<file path="src/rtl/punc_hs_control.sv">
`default_nettype none
// ============================================================================
// Module   : punc_hs_control
// Purpose  : Multi-cycle control FSM for the PUnC LC3 core. It drives the
//            datapath strobes and talks to the memory wrapper through a
//            req/ready handshake with variable latency. It also evaluates
//            conditional branches from the NZP flags, traps illegal opcodes
//            and memory timeouts, and supports halt/resume.
// Optional : `define PUNC_INSTRET_EN adds the retired-instruction counter and
//            the instret output port.
// Ports    :
//   clk, rst          clock; asynchronous active-low reset
//   ir[15:0]          instruction register contents
//   nzp[2:0]          datapath condition flags {N,Z,P}
//   mem_ready         memory completes the current access this cycle
//   resume            leave HALT
//   pc_clr/inc/w_en   PC clear / increment / load from ALU
//   ir_w_en, mdr_w_en capture memory read data into IR / MDR
//   mem_req, mem_we   memory request and write qualifier
//   mem_addr_s[1:0]   address select: 0=PC, 1=ALU, 2=MDR
//   rf_w_en, rf_w_s   register-file write enable / source (0=ALU,1=MEM,2=PC)
//   rf_*_addr[2:0]    register-file write and read addresses
//   alu_s[3:0]        ALU operation
//   status_w_en       NZP update
//   halted, error     status outputs
//   instret[CNT_W-1:0] retired instruction count (optional feature only)
// Revision : 1.0 - initial release
// ============================================================================
module punc_hs_control #(
  parameter int MEM_TIMEOUT = 0,
  parameter int TO_W        = 8,
  parameter int CNT_W       = 32
) (
  input  logic        clk,
  input  logic        rst,
  input  logic [15:0] ir,
  input  logic [2:0]  nzp,
  input  logic        mem_ready,
  input  logic        resume,
  output logic        pc_clr,
  output logic        pc_inc,
  output logic        pc_w_en,
  output logic        ir_w_en,
  output logic        mdr_w_en,
  output logic        mem_req,
  output logic        mem_we,
  output logic [1:0]  mem_addr_s,
  output logic        rf_w_en,
  output logic [1:0]  rf_w_s,
  output logic [2:0]  rf_w_addr,
  output logic [2:0]  rf_r0_addr,
  output logic [2:0]  rf_r1_addr,
  output logic [3:0]  alu_s,
  output logic        status_w_en,
  output logic        halted,
  output logic        error
`ifdef PUNC_INSTRET_EN
  ,
  output logic [CNT_W-1:0] instret
`endif
);

  // --------------------------------------------------------------------------
  // Constants
  // --------------------------------------------------------------------------
  localparam logic [2:0] c_st_clr    = 3'd0;
  localparam logic [2:0] c_st_fetch  = 3'd1;
  localparam logic [2:0] c_st_decode = 3'd2;
  localparam logic [2:0] c_st_exec   = 3'd3;
  localparam logic [2:0] c_st_mem_a  = 3'd4;
  localparam logic [2:0] c_st_mem_b  = 3'd5;
  localparam logic [2:0] c_st_halt   = 3'd6;
  localparam logic [2:0] c_st_err    = 3'd7;

  localparam logic [3:0] c_op_br   = 4'b0000;
  localparam logic [3:0] c_op_add  = 4'b0001;
  localparam logic [3:0] c_op_ld   = 4'b0010;
  localparam logic [3:0] c_op_st   = 4'b0011;
  localparam logic [3:0] c_op_jsr  = 4'b0100;
  localparam logic [3:0] c_op_and  = 4'b0101;
  localparam logic [3:0] c_op_ldr  = 4'b0110;
  localparam logic [3:0] c_op_str  = 4'b0111;
  localparam logic [3:0] c_op_rti  = 4'b1000;
  localparam logic [3:0] c_op_not  = 4'b1001;
  localparam logic [3:0] c_op_ldi  = 4'b1010;
  localparam logic [3:0] c_op_sti  = 4'b1011;
  localparam logic [3:0] c_op_jmp  = 4'b1100;
  localparam logic [3:0] c_op_rsv  = 4'b1101;
  localparam logic [3:0] c_op_lea  = 4'b1110;
  localparam logic [3:0] c_op_trap = 4'b1111;

  localparam logic [3:0] c_alu_pass = 4'hD;

  // Timeout fires on the wait cycle that brings the counter to MEM_TIMEOUT.
  localparam bit             c_to_en   = (MEM_TIMEOUT > 0);
  localparam logic [TO_W-1:0] c_to_last = TO_W'((MEM_TIMEOUT > 0) ? (MEM_TIMEOUT - 1) : 0);

  // Elaboration-time parameter sanity checks
  if (MEM_TIMEOUT < 0 || MEM_TIMEOUT >= (1 << TO_W)) begin : g_bad_timeout
    $error("punc_hs_control: MEM_TIMEOUT must be in [0, 2^TO_W)");
  end
  if (CNT_W < 1) begin : g_bad_cnt_w
    $error("punc_hs_control: CNT_W must be at least 1");
  end

  // --------------------------------------------------------------------------
  // Signals
  // --------------------------------------------------------------------------
  logic [2:0]      r_state;
  logic [2:0]      w_next;
  logic [TO_W-1:0] r_wait;
  logic            w_timeout;
  logic [3:0]      w_op;
  logic            w_unused_ir;

  assign w_op        = ir[15:12];
  assign w_unused_ir = ^ir[5:3];

  // --------------------------------------------------------------------------
  // Register-file addresses: pure functions of IR, valid in every state
  // --------------------------------------------------------------------------
  always_comb begin
    rf_r1_addr = ir[2:0];
    if (w_op == c_op_st || w_op == c_op_str || w_op == c_op_sti) begin
      rf_r0_addr = ir[11:9];
    end else begin
      rf_r0_addr = ir[8:6];
    end
    if (w_op == c_op_jsr) begin
      rf_w_addr = 3'd7;
    end else begin
      rf_w_addr = ir[11:9];
    end
  end

  // --------------------------------------------------------------------------
  // Memory wait counter. Cleared on every state change so each request gets
  // its own budget; mem_req is a Moore output, so it never depends on r_wait.
  // --------------------------------------------------------------------------
  always_ff @(posedge clk or negedge rst) begin
    if (!rst) begin
      r_wait <= '0;
    end else if (w_next != r_state) begin
      r_wait <= '0;
    end else if (mem_req && !mem_ready) begin
      r_wait <= r_wait + 1'b1;
    end
  end

  // A completing mem_ready always wins over the timeout in the same cycle.
  assign w_timeout = c_to_en && mem_req && !mem_ready && (r_wait == c_to_last);

  // --------------------------------------------------------------------------
  // FSM: state register
  // --------------------------------------------------------------------------
  always_ff @(posedge clk or negedge rst) begin
    if (!rst) begin
      r_state <= c_st_clr;
    end else begin
      r_state <= w_next;
    end
  end

  // --------------------------------------------------------------------------
  // FSM: next-state logic
  // --------------------------------------------------------------------------
  always_comb begin
    w_next = r_state;
    case (r_state)
      c_st_clr: w_next = c_st_fetch;
      c_st_fetch: begin
        if (mem_ready)      w_next = c_st_decode;
        else if (w_timeout) w_next = c_st_err;
      end
      c_st_decode: begin
        case (w_op)
          c_op_add, c_op_and, c_op_not, c_op_lea,
          c_op_br, c_op_jmp, c_op_jsr:           w_next = c_st_exec;
          c_op_ld, c_op_ldr, c_op_st, c_op_str,
          c_op_ldi, c_op_sti:                    w_next = c_st_mem_a;
          c_op_trap:                             w_next = c_st_halt;
          c_op_rti, c_op_rsv:                    w_next = c_st_err;
          default:                               w_next = c_st_err;
        endcase
      end
      c_st_exec: w_next = c_st_fetch;
      c_st_mem_a: begin
        if (mem_ready) begin
          if (w_op == c_op_ldi || w_op == c_op_sti) w_next = c_st_mem_b;
          else                                      w_next = c_st_fetch;
        end else if (w_timeout) begin
          w_next = c_st_err;
        end
      end
      c_st_mem_b: begin
        if (mem_ready)      w_next = c_st_fetch;
        else if (w_timeout) w_next = c_st_err;
      end
      c_st_halt: begin
        if (resume) w_next = c_st_fetch;
      end
      c_st_err: w_next = c_st_err;
      default:  w_next = c_st_clr;
    endcase
  end

  // --------------------------------------------------------------------------
  // FSM: output decode (Moore, some strobes qualified by mem_ready)
  // --------------------------------------------------------------------------
  always_comb begin
    pc_clr      = 1'b0;
    pc_inc      = 1'b0;
    pc_w_en     = 1'b0;
    ir_w_en     = 1'b0;
    mdr_w_en    = 1'b0;
    mem_req     = 1'b0;
    mem_we      = 1'b0;
    mem_addr_s  = 2'd0;
    rf_w_en     = 1'b0;
    rf_w_s      = 2'd0;
    alu_s       = 4'd0;
    status_w_en = 1'b0;
    halted      = 1'b0;
    error       = 1'b0;
    case (r_state)
      c_st_clr: pc_clr = 1'b1;
      c_st_fetch: begin
        mem_req    = 1'b1;
        mem_addr_s = 2'd0;
        ir_w_en    = mem_ready;
      end
      c_st_decode: pc_inc = 1'b1;
      c_st_exec: begin
        alu_s = w_op;
        case (w_op)
          c_op_add, c_op_and, c_op_not, c_op_lea: begin
            rf_w_en     = 1'b1;
            rf_w_s      = 2'd0;
            status_w_en = 1'b1;
          end
          // BR with no condition bits set never loads the PC: a NOP.
          c_op_br:  pc_w_en = |(ir[11:9] & nzp);
          c_op_jmp: pc_w_en = 1'b1;
          // R7 gets the old PC while the PC loads the target in one cycle.
          c_op_jsr: begin
            rf_w_en = 1'b1;
            rf_w_s  = 2'd2;
            pc_w_en = 1'b1;
          end
          default: ;
        endcase
      end
      c_st_mem_a: begin
        mem_req    = 1'b1;
        mem_addr_s = 2'd1;
        alu_s      = w_op;
        case (w_op)
          c_op_st, c_op_str: mem_we = 1'b1;
          c_op_ld, c_op_ldr: begin
            rf_w_en     = mem_ready;
            rf_w_s      = 2'd1;
            status_w_en = mem_ready;
          end
          c_op_ldi, c_op_sti: mdr_w_en = mem_ready;
          default: ;
        endcase
      end
      c_st_mem_b: begin
        mem_req    = 1'b1;
        mem_addr_s = 2'd2;
        alu_s      = c_alu_pass;
        if (w_op == c_op_sti) begin
          mem_we = 1'b1;
        end
        if (w_op == c_op_ldi) begin
          rf_w_en     = mem_ready;
          rf_w_s      = 2'd1;
          status_w_en = mem_ready;
        end
      end
      c_st_halt: halted = 1'b1;
      c_st_err:  error  = 1'b1;
      default: ;
    endcase
  end

`ifdef PUNC_INSTRET_EN
  // --------------------------------------------------------------------------
  // Retired-instruction counter: bumps in the last cycle of each instruction.
  // A TRAP retires in DECODE; illegal opcodes never retire.
  // --------------------------------------------------------------------------
  logic             w_retire;
  logic [CNT_W-1:0] r_instret;

  always_comb begin
    w_retire = 1'b0;
    case (r_state)
      c_st_exec:   w_retire = 1'b1;
      c_st_decode: w_retire = (w_op == c_op_trap);
      c_st_mem_a:  w_retire = mem_ready && (w_op != c_op_ldi) && (w_op != c_op_sti);
      c_st_mem_b:  w_retire = mem_ready;
      default:     w_retire = 1'b0;
    endcase
  end

  always_ff @(posedge clk or negedge rst) begin
    if (!rst) begin
      r_instret <= '0;
    end else if (w_retire) begin
      r_instret <= r_instret + 1'b1;
    end
  end

  assign instret = r_instret;
`endif

endmodule
`default_nettype wire

</file>
<file path="config.mk">
export PLATFORM = sky130hd
export DESIGN_NAME = punc_hs_control
export DESIGN_NICKNAME = d
export VERILOG_FILES = /design/src/rtl/punc_hs_control.sv
export SDC_FILE = /design/constraint.sdc
export NUM_CORES = 1
export LEC_CHECK = 0
export CORE_ASPECT_RATIO = 1.25
export CORE_MARGIN = 2
export CORE_UTILIZATION = 36
export DETAILED_ROUTE_END_ITERATION = 16
export GPL_TIMING_DRIVEN = 0
export PLACE_DENSITY = 0.81
export SETUP_SLACK_MARGIN = 0.5
export SLEW_MARGIN = 20
export SYNTH_ARGS = -nofsm -noshare
export SYNTH_HDL_FRONTEND = slang
export SYNTH_SLANG_ARGS = --single-unit
</file>
<file path="constraint.sdc">
create_clock -name clk -period 4.45 [get_ports clk]
set_clock_uncertainty 0.2 [all_clocks]
set_input_delay 1.335 -clock clk [delete_from_list [all_inputs] [get_ports clk]]
set_output_delay 1.335 -clock clk [all_outputs]
set_load 0.05 [all_outputs]
</file>
==> qor_table.md, run 1 <==
| Parameter | This run | Unit |
|:---|:---|:---|
| Maximum number of buffers from clock root to sink | 2 | - |
| Sum of negative setup slack | 0 | ns |
| Count of different cell masters after synthesis | 41 | - |
| CTS tree | done | - |
| Initial antenna violation count | 0 | - |
| Area enclosed by the die boundary | 0.00227 | mm2 |
| Startpoint type of the worst setup path | input port | - |
| Share of the yosys chip area belonging to registers | 11.0 | % |
| Number of endpoints with negative hold slack in the final report | 0 | - |
| Via count of the first global-routing pass | 835 | - |
| VDD IR max | 0.454 | mV |
| CTS H-tree lvls | 1 | - |
| Least-Margin Pin Slew | 0.504 | ns |
| Half-perimeter wire length after placement | 1.58 | mm |
| Leftover overflow at the end of global routing | 0 | - |
| Via count of the routed design | 825 | - |
| Max-Slew Margin vs Limit | 66.3 | % |
| Status | completed | - |
| Post-placement setup slack | -0.424 | ns |
| Port Buf Inserts | 43 | - |
| Largest net degree at the start of global routing | 11 | - |
| Largest registers in the final layout | r_state (3) | - |
| Area contributors post-synth | sky130_fd_sc_hd__dfrtp_1 (11%), sky130_fd_sc_hd__buf_4 (8.8%), sky130_fd_sc_hd__mux2_4 (6.6%) | - |
| Minimum clock period after layout | 3.87 | ns |
| Worst hold slack | 0.539 | ns |
| Fraction of synthesized cell area taken by the top area cell type | 11.0 | % |
| Mapped Nets | 108 | - |
| Boundary pin count | 51 | - |
| Area of the placeable core | 0.00179 | mm2 |
| Clock network power share | 8.0 | % |
| Maximum net fanout on the critical path | 3 | - |
| Synth-to-Final Area Change | 85.0 | % |
| Share of synthesized flip-flops with an asynchronous set or reset | 100 | % |
| Starting Density | 38.3 | % |
| Diode count | 0 | - |
| Max-slew violation count | 0 | - |
| DRT antenna net count | 0 | - |
| Largest area contributor in the synthesized netlist | sky130_fd_sc_hd__dfrtp_1 | - |
| Die Span X | 43 | um |
| Minimum setup slack among reg-to-reg paths | 3.15 | ns |
| Combinational fraction of design power | 83.7 | % |
| Largest register FFs | 3 | - |
| Number of clock sinks | 3 | - |
| Simple-gate area share of the yosys netlist | 43.7 | % |
| Adder and majority gate portion of the synthesized area | 0 | % |
| Layout cells sized above 1 | 43.3 | % |
| Cell count after synthesis | 85 | - |
| Number of setup violations in the final report | 0 | - |
| Internal Pwr Total | 247 | uW |
| Violation count after the first detailed-routing iteration | 12 | - |
| Final core utilization | 70.9 | % |
| Highest clock rate | 258 | MHz |
| Worst-Skew Late Latency | 0.23 | ns |
| Post-CTS Repair Setup Buffers | 0 | - |
| First-pass GRT wire length | 3.66 | mm |
| Synthesized-area fraction occupied by ao, oa, aoi and oai cells | 23.4 | % |
| Cell Area, Synth | 684 | um2 |
| Area of placed instances | 0.00115 | mm2 |
| Number of buffers inserted during clock tree synthesis | 3 | - |
| Warnings from Yosys | 0 | - |
| Weighted congestion at the end of routability-driven global placement | 0.790 | - |
| Power per standard cell area | 466 | mW/mm2 |
| Switching pwr | 344 | uW |
| Register share of total power | 8.3 | % |
| Overall die height | 52.8 | um |
| Row cnt | 17 | - |
| Synth Area per Inst | 8.05 | um2 |
| Clock-pin slew reported for the worst setup and hold paths after clock tree synthesis | 0.03 | ns |
| First-pass detailed-route iteration total | 4 | - |
| Final-stage net count | 158 | - |
| XOR/XNOR Fraction of Synth Area | 0 | % |
| Gr usage total | 20.8 | % |
| Switching fraction of total power | 58.2 | % |
| Post-route standard cell area excluding fillers | 0.00127 | mm2 |
| Final wirelength | 2.26 | mm |
| RSZ-0062 raised after global routing | false | - |
| Period utilisation layout | 87.0 | % |
| Cell Count Post-Placement | 147 | - |
| Leading register cell type out of synthesis | sky130_fd_sc_hd__dfrtp_1 | - |
| Worst Hold Class | flip-flop to flip-flop | - |
| Routed len/inst | 14.8 | um |
| MaxCap Viol Count | 0 | - |
| Most flop-heavy register | r_state | - |
| DRC violations left | 0 | - |
| Total Power Consumption | 591 | uW |
| Crit end category | output pin | - |
| Critical path type | input port to output pin | - |
| Clock root cell | sky130_fd_sc_hd__clkbuf_4 | - |
| Combinational family with the most area after synthesis | simple AND/OR/NAND/NOR gates | - |
| Vias per std cell | 5.39 | - |
| Worst endpoint required time | 2.91 | ns |
| Leakage | 0.551 | nW |
| Final non-filler cell total | 153 | - |
| Share of cell area taken by muxes after synthesis | 6.58 | % |
| Final worst-path setup slack | 0.580 | ns |
| Number of enable-type register cells in the synthesized netlist | 0 | - |
| Post-synthesis sequential element count | 3 | - |
| Data arrival time at the worst-slack endpoint | 2.33 | ns |
what timing repair did:
action,in CTS,in global routing
pin swaps,5,4
resized for setup,116,26
endpoints found under the setup margin,18,15
gates cloned,1,1
hold buffers,0,0
per-layer routing:
| metal | global-route usage (%) | routed length (um) | part of all wire (%) |
|---|---|---|---|
| met4 | 0 | 0 | 0 |
| met5 | 0 | 0 | 0 |
| met2 | 41.7 | 1170 | 52 |
| met1 | 22.6 | 877 | 39 |
| met3 | 6.21 | 217 | 9.6 |
cell families after synthesis:
logic type,Yosys count
AOI/OAI and AO/OA,22
buffers and inverters,14
DFF,3
and+or+nand+nor,43
muxes,3
cells in the final DEF (no fill, tap or decap), drive strengths merged, types with 2 or more instances in the layout:
master         netlist  final
and2b                3      3
buf                 11     27
a21oi                5      5
and2                 2      2
o32ai                2      2
nor4b                2      2
nor2                 8      8
o2bb2ai              3      3
dfrtp                3      3
or2                  4      4
nand3                3      3
o21ai                2      2
nand2b               4      4
nor3                 3      3
nand2                6      6
clkdlybuf4s15        0      3
mux2                 3      3
clkdlybuf4s50        0     15
clkbuf               0      7
o22ai                2      2
inv                  3      3
nor3b                4      4
dlygate4sd2          0      7
path summary, 6_finish.rpt:
| kind | startpoint | end | depth (start not counted) |
|---|---|---|---|
| max in group asynchronous | rst | r_state[1]$_DFFE_PN0P_ | 1 |
| min | r_state[1]$_DFFE_PN0P_ | r_state[1]$_DFFE_PN0P_ | 2 |
| max | ir[9] | pc_w_en | 5 |
| min in group asynchronous | rst | r_state[2]$_DFFE_PN0P_ | 1 |
| min reg2reg | r_state[1]$_DFFE_PN0P_ | r_state[1]$_DFFE_PN0P_ | 2 |
| max reg2reg | r_state[2]$_DFFE_PN0P_ | r_state[2]$_DFFE_PN0P_ | 4 |
power by group through the flow:
stage	Sequential (mW)	Combinational [mW]	Clock (mW)
final	0.0491	0.494	0.0472
after global placement	0.0490	0.479	0
after global routing	0.0516	0.525	0.0510
after detailed placement	0.0487	0.482	0
after floorplan	0.0451	0.350	0
after CTS	0.0489	0.479	0.0477
area by class of cell:
class	count	area (um2)
plain buffers	11	101
clock buffers	4	26.3
fillers	162	520
inverters	3	11.3
multi-input cells	68	583
flip-flops and latches	3	75.1
well taps	19	23.8
repair buffers	45	445
synth_stat cells, types with 3 or more instances:
cell type and number:
sky130_fd_sc_hd__nor3_1 3, sky130_fd_sc_hd__buf_6 3, sky130_fd_sc_hd__or2_2 3, sky130_fd_sc_hd__nor2_1 7
sky130_fd_sc_hd__buf_4 8, sky130_fd_sc_hd__dfrtp_1 3, sky130_fd_sc_hd__mux2_4 3, sky130_fd_sc_hd__and2b_1 3
sky130_fd_sc_hd__o2bb2ai_1 3, sky130_fd_sc_hd__nand2b_1 4, sky130_fd_sc_hd__nand2_1 5, sky130_fd_sc_hd__a21oi_1 4
worst max-delay path, cell delays in order:
cell and delay, ns:
sky130_fd_sc_hd__dlygate4sd2_1 0.26, sky130_fd_sc_hd__a222oi_1 0.36, sky130_fd_sc_hd__o21bai_1 0.10, sky130_fd_sc_hd__nor4b_4 0.13
sky130_fd_sc_hd__buf_6 0.15
(Power assumes the default switching activity.)
==> inputs of run 2 (changes only) <==
--- a/config.mk
+++ b/config.mk
@@ -7,10 +7,11 @@
 export LEC_CHECK = 0
 export CORE_ASPECT_RATIO = 1.25
 export CORE_MARGIN = 2
-export CORE_UTILIZATION = 36
+export CORE_UTILIZATION = 38
+export CTS_BUF_LIST = sky130_fd_sc_hd__clkbuf_8
 export DETAILED_ROUTE_END_ITERATION = 16
 export GPL_TIMING_DRIVEN = 0
-export PLACE_DENSITY = 0.81
+export PLACE_DENSITY = 0.86
 export SETUP_SLACK_MARGIN = 0.5
 export SLEW_MARGIN = 20
 export SYNTH_ARGS = -nofsm -noshare
==> qor_table.md, run 2 (same netlist as run 1, synthesis figures left out) <==
| Parameter | This run | Unit | Change |
|:---|:---|:---|:---|
| Status | completed | - |  |
| Highest clock rate | 255 | MHz | -1.2% |
| Final wirelength | 2.24 | mm | -0.93% |
| DRC violations left | 0 | - | unchanged |
| Final non-filler cell total | 152 | - | -0.65% |
| Final worst-path setup slack | 0.534 | ns | -0.0462 ns |
| Boundary pin count | 51 | - | unchanged |
| Max-slew violation count | 0 | - | unchanged |
| Critical path type | input port to output pin | - |  |
| Final core utilization | 72.4 | % | +1.5 points |
| Largest net degree at the start of global routing | 11 | - | unchanged |
| Via count of the first global-routing pass | 791 | - | -5.3% |
| Most flop-heavy register | r_state | - |  |
| DRT antenna net count | 0 | - | unchanged |
| Most frequent standard cell in the layout excluding fill and tap cells | sky130_fd_sc_hd__clkdlybuf4s50_1 | - |  |
| Area of the placeable core | 0.00172 | mm2 | -3.6% |
| Sum of negative setup slack | 0 | ns | unchanged |
| Register share of total power | 7.9 | % | -0.4 points |
| Switching pwr | 354 | uW | +3.0% |
| Leakage | 0.545 | nW | -1.1% |
| Power per standard cell area | 498 | mW/mm2 | +6.7% |
| Clock-pin slew reported for the worst setup and hold paths after clock tree synthesis | 0.03 | ns | about the same |
| RSZ-0062 raised after global routing | true | - |  |
| Via count of the routed design | 832 | - | +0.85% |
| MaxCap Viol Count | 0 | - | unchanged |
| Synth-to-Final Area Change | 82.3 | % |  |
| Most frequent cells in the layout | sky130_fd_sc_hd__clkdlybuf4s50_1 (15), sky130_fd_sc_hd__buf_4 (11), sky130_fd_sc_hd__buf_6 (8) | - |  |
| Leftover overflow at the end of global routing | 0 | - | unchanged |
| Weighted congestion at the end of routability-driven global placement | 0.788 | - | -0.24% |
| Diode count | 0 | - | unchanged |
| Clock root cell | sky130_fd_sc_hd__clkbuf_8 | - |  |
| Total Power Consumption | 621 | uW | +5.1% |
| Number of setup violations in the final report | 0 | - | unchanged |
| Starting Density | 39.7 | % | +1.4 points |
| Worst hold slack | 0.565 | ns | +0.0258 ns |
| Layout cells sized above 1 | 42.1 | % | -1.2 points |
| Multi-input combinational cell area | 583 | um2 | unchanged |
| Maximum number of buffers from clock root to sink | 2 | - | unchanged |
| Combinational fraction of design power | 79.9 | % | -3.8 points |
| Initial antenna violation count | 0 | - | unchanged |
| CTS tree | done | - |  |
| Fillcell total | 144 | - | -11% |
| Number of buffers inserted during clock tree synthesis | 3 | - | unchanged |
| Number of clock sinks | 3 | - | unchanged |
| Worst Hold Class | flip-flop to flip-flop | - |  |
| Startpoint type of the worst setup path | input port | - |  |
| Die Span X | 42.0 | um | -2.4% |
| VDD IR max | 0.453 | mV | -0.21% |
| Cell Count Post-Placement | 147 | - | unchanged |
| First-pass GRT wire length | 3.58 | mm | -2.2% |
| Data arrival time at the worst-slack endpoint | 2.38 | ns | +0.05 ns |
| Port Buf Inserts | 43 | - | unchanged |
| Gr usage total | 20.9 | % | +0.031 points |
| Largest register FFs | 3 | - | unchanged |
| Area of placed instances | 0.00115 | mm2 | unchanged |
| Internal Pwr Total | 267 | uW | +8.1% |
| Max-Slew Margin vs Limit | 66.3 | % | about the same |
| Least-Margin Pin Slew | 0.503 | ns | -0.000276 ns |
| Area enclosed by the die boundary | 0.00216 | mm2 | -4.8% |
| Worst-Skew Late Latency | 0.21 | ns | -0.02 ns |
| Crit end category | output pin | - |  |
| Largest registers in the final layout | r_state (3) | - |  |
| Overall die height | 51.5 | um | -2.5% |
| Routed len/inst | 14.8 | um | -0.28% |
| Vias per std cell | 5.47 | - | +1.5% |
| Final-stage net count | 157 | - | -0.63% |
| Worst endpoint required time | 2.91 | ns | about the same |
| Violation count after the first detailed-routing iteration | 21 | - | +9 |
| Maximum net fanout on the critical path | 10 | - | +7 |
| Row cnt | 17 | - | unchanged |
| Period utilisation layout | 88.0 | % | +1.0 points |
| Number of endpoints with negative hold slack in the final report | 0 | - | unchanged |
| CTS H-tree lvls | 1 | - | unchanged |
| Clock network power share | 12.2 | % | +4.2 points |
| Post-placement setup slack | -0.426 | ns | -0.00250 ns |
| Switching fraction of total power | 57.0 | % | -1.2 points |
| Minimum clock period after layout | 3.92 | ns | +0.0462 ns |
| Post-route standard cell area excluding fillers | 0.00125 | mm2 | -1.5% |
| Area occupied by registers | 75.1 | um2 | unchanged |
| First-pass detailed-route iteration total | 4 | - | unchanged |
| Half-perimeter wire length after placement | 1.68 | mm | +6.0% |
run 2: layer usage:
layer,vias up,GRT usage [%],share of wire (%)
li1,400,-,-
met1,382,21.8,37
met2,48,42.7,54
met3,2,2.83,7.6
met4,0,4.84,0.76
met5,-,0,0
run 2: area by class of cell:
cell class / instances / area share (%)
Buffer: 11 / 8.12
Clock buffer: 3 / 3.31
Clock inverter: 1 / 0.301
Inverter: 3 / 0.903
Multi-Input combinational cell: 68 / 46.7
Sequential cell: 3 / 6.02
Tap cell: 19 / 1.91
Timing Repair Buffer: 44 / 32.7
run 2: power groups by stage:
stage	sequential (mW)	clock [mW]	combinational (mW)
finish	0.0490	0.0758	0.496
global route	0.0496	0.0797	0.520
detailed placement	0.0483	0	0.487
global placement	0.0480	0	0.479
floorplan	0.0451	0	0.350
CTS	0.0482	0.0769	0.487
run 2: worst paths after layout:
kind / from / endpoint / slack [ns] / cells after the start
worst max-delay path: ir[13] / rf_w_en / 0.53 / 5
worst min-delay path: r_state[1]$_DFFE_PN0P_ / r_state[1]$_DFFE_PN0P_ / 0.57 / 2
worst max register to register: r_state[2]$_DFFE_PN0P_ / r_state[2]$_DFFE_PN0P_ / 3.09 / 4
worst min register to register: r_state[1]$_DFFE_PN0P_ / r_state[1]$_DFFE_PN0P_ / 0.57 / 2
max in group asynchronous: rst / r_state[0]$_DFFE_PN0P_ / 2.81 / 1
min in group asynchronous: rst / r_state[2]$_DFFE_PN0P_ / 1.10 / 1
run 2: what timing repair did:
| action | in CTS | in global routing |
|---|---|---|
| buffers inserted | 0 | 0 |
| pin swaps | 3 | 5 |
| hold buffers | 0 | 0 |
| cloned | 1 | 0 |
| endpoints found under the setup margin | 18 | 14 |
| gates resized for setup | 116 | 20 |
run 2: critical path, stage by stage:
cell and delay, ns:
sky130_fd_sc_hd__clkdlybuf4s15_2 0.25, sky130_fd_sc_hd__buf_6 0.17, sky130_fd_sc_hd__nand3_2 0.12, sky130_fd_sc_hd__o32ai_2 0.30, sky130_fd_sc_hd__buf_6 0.20
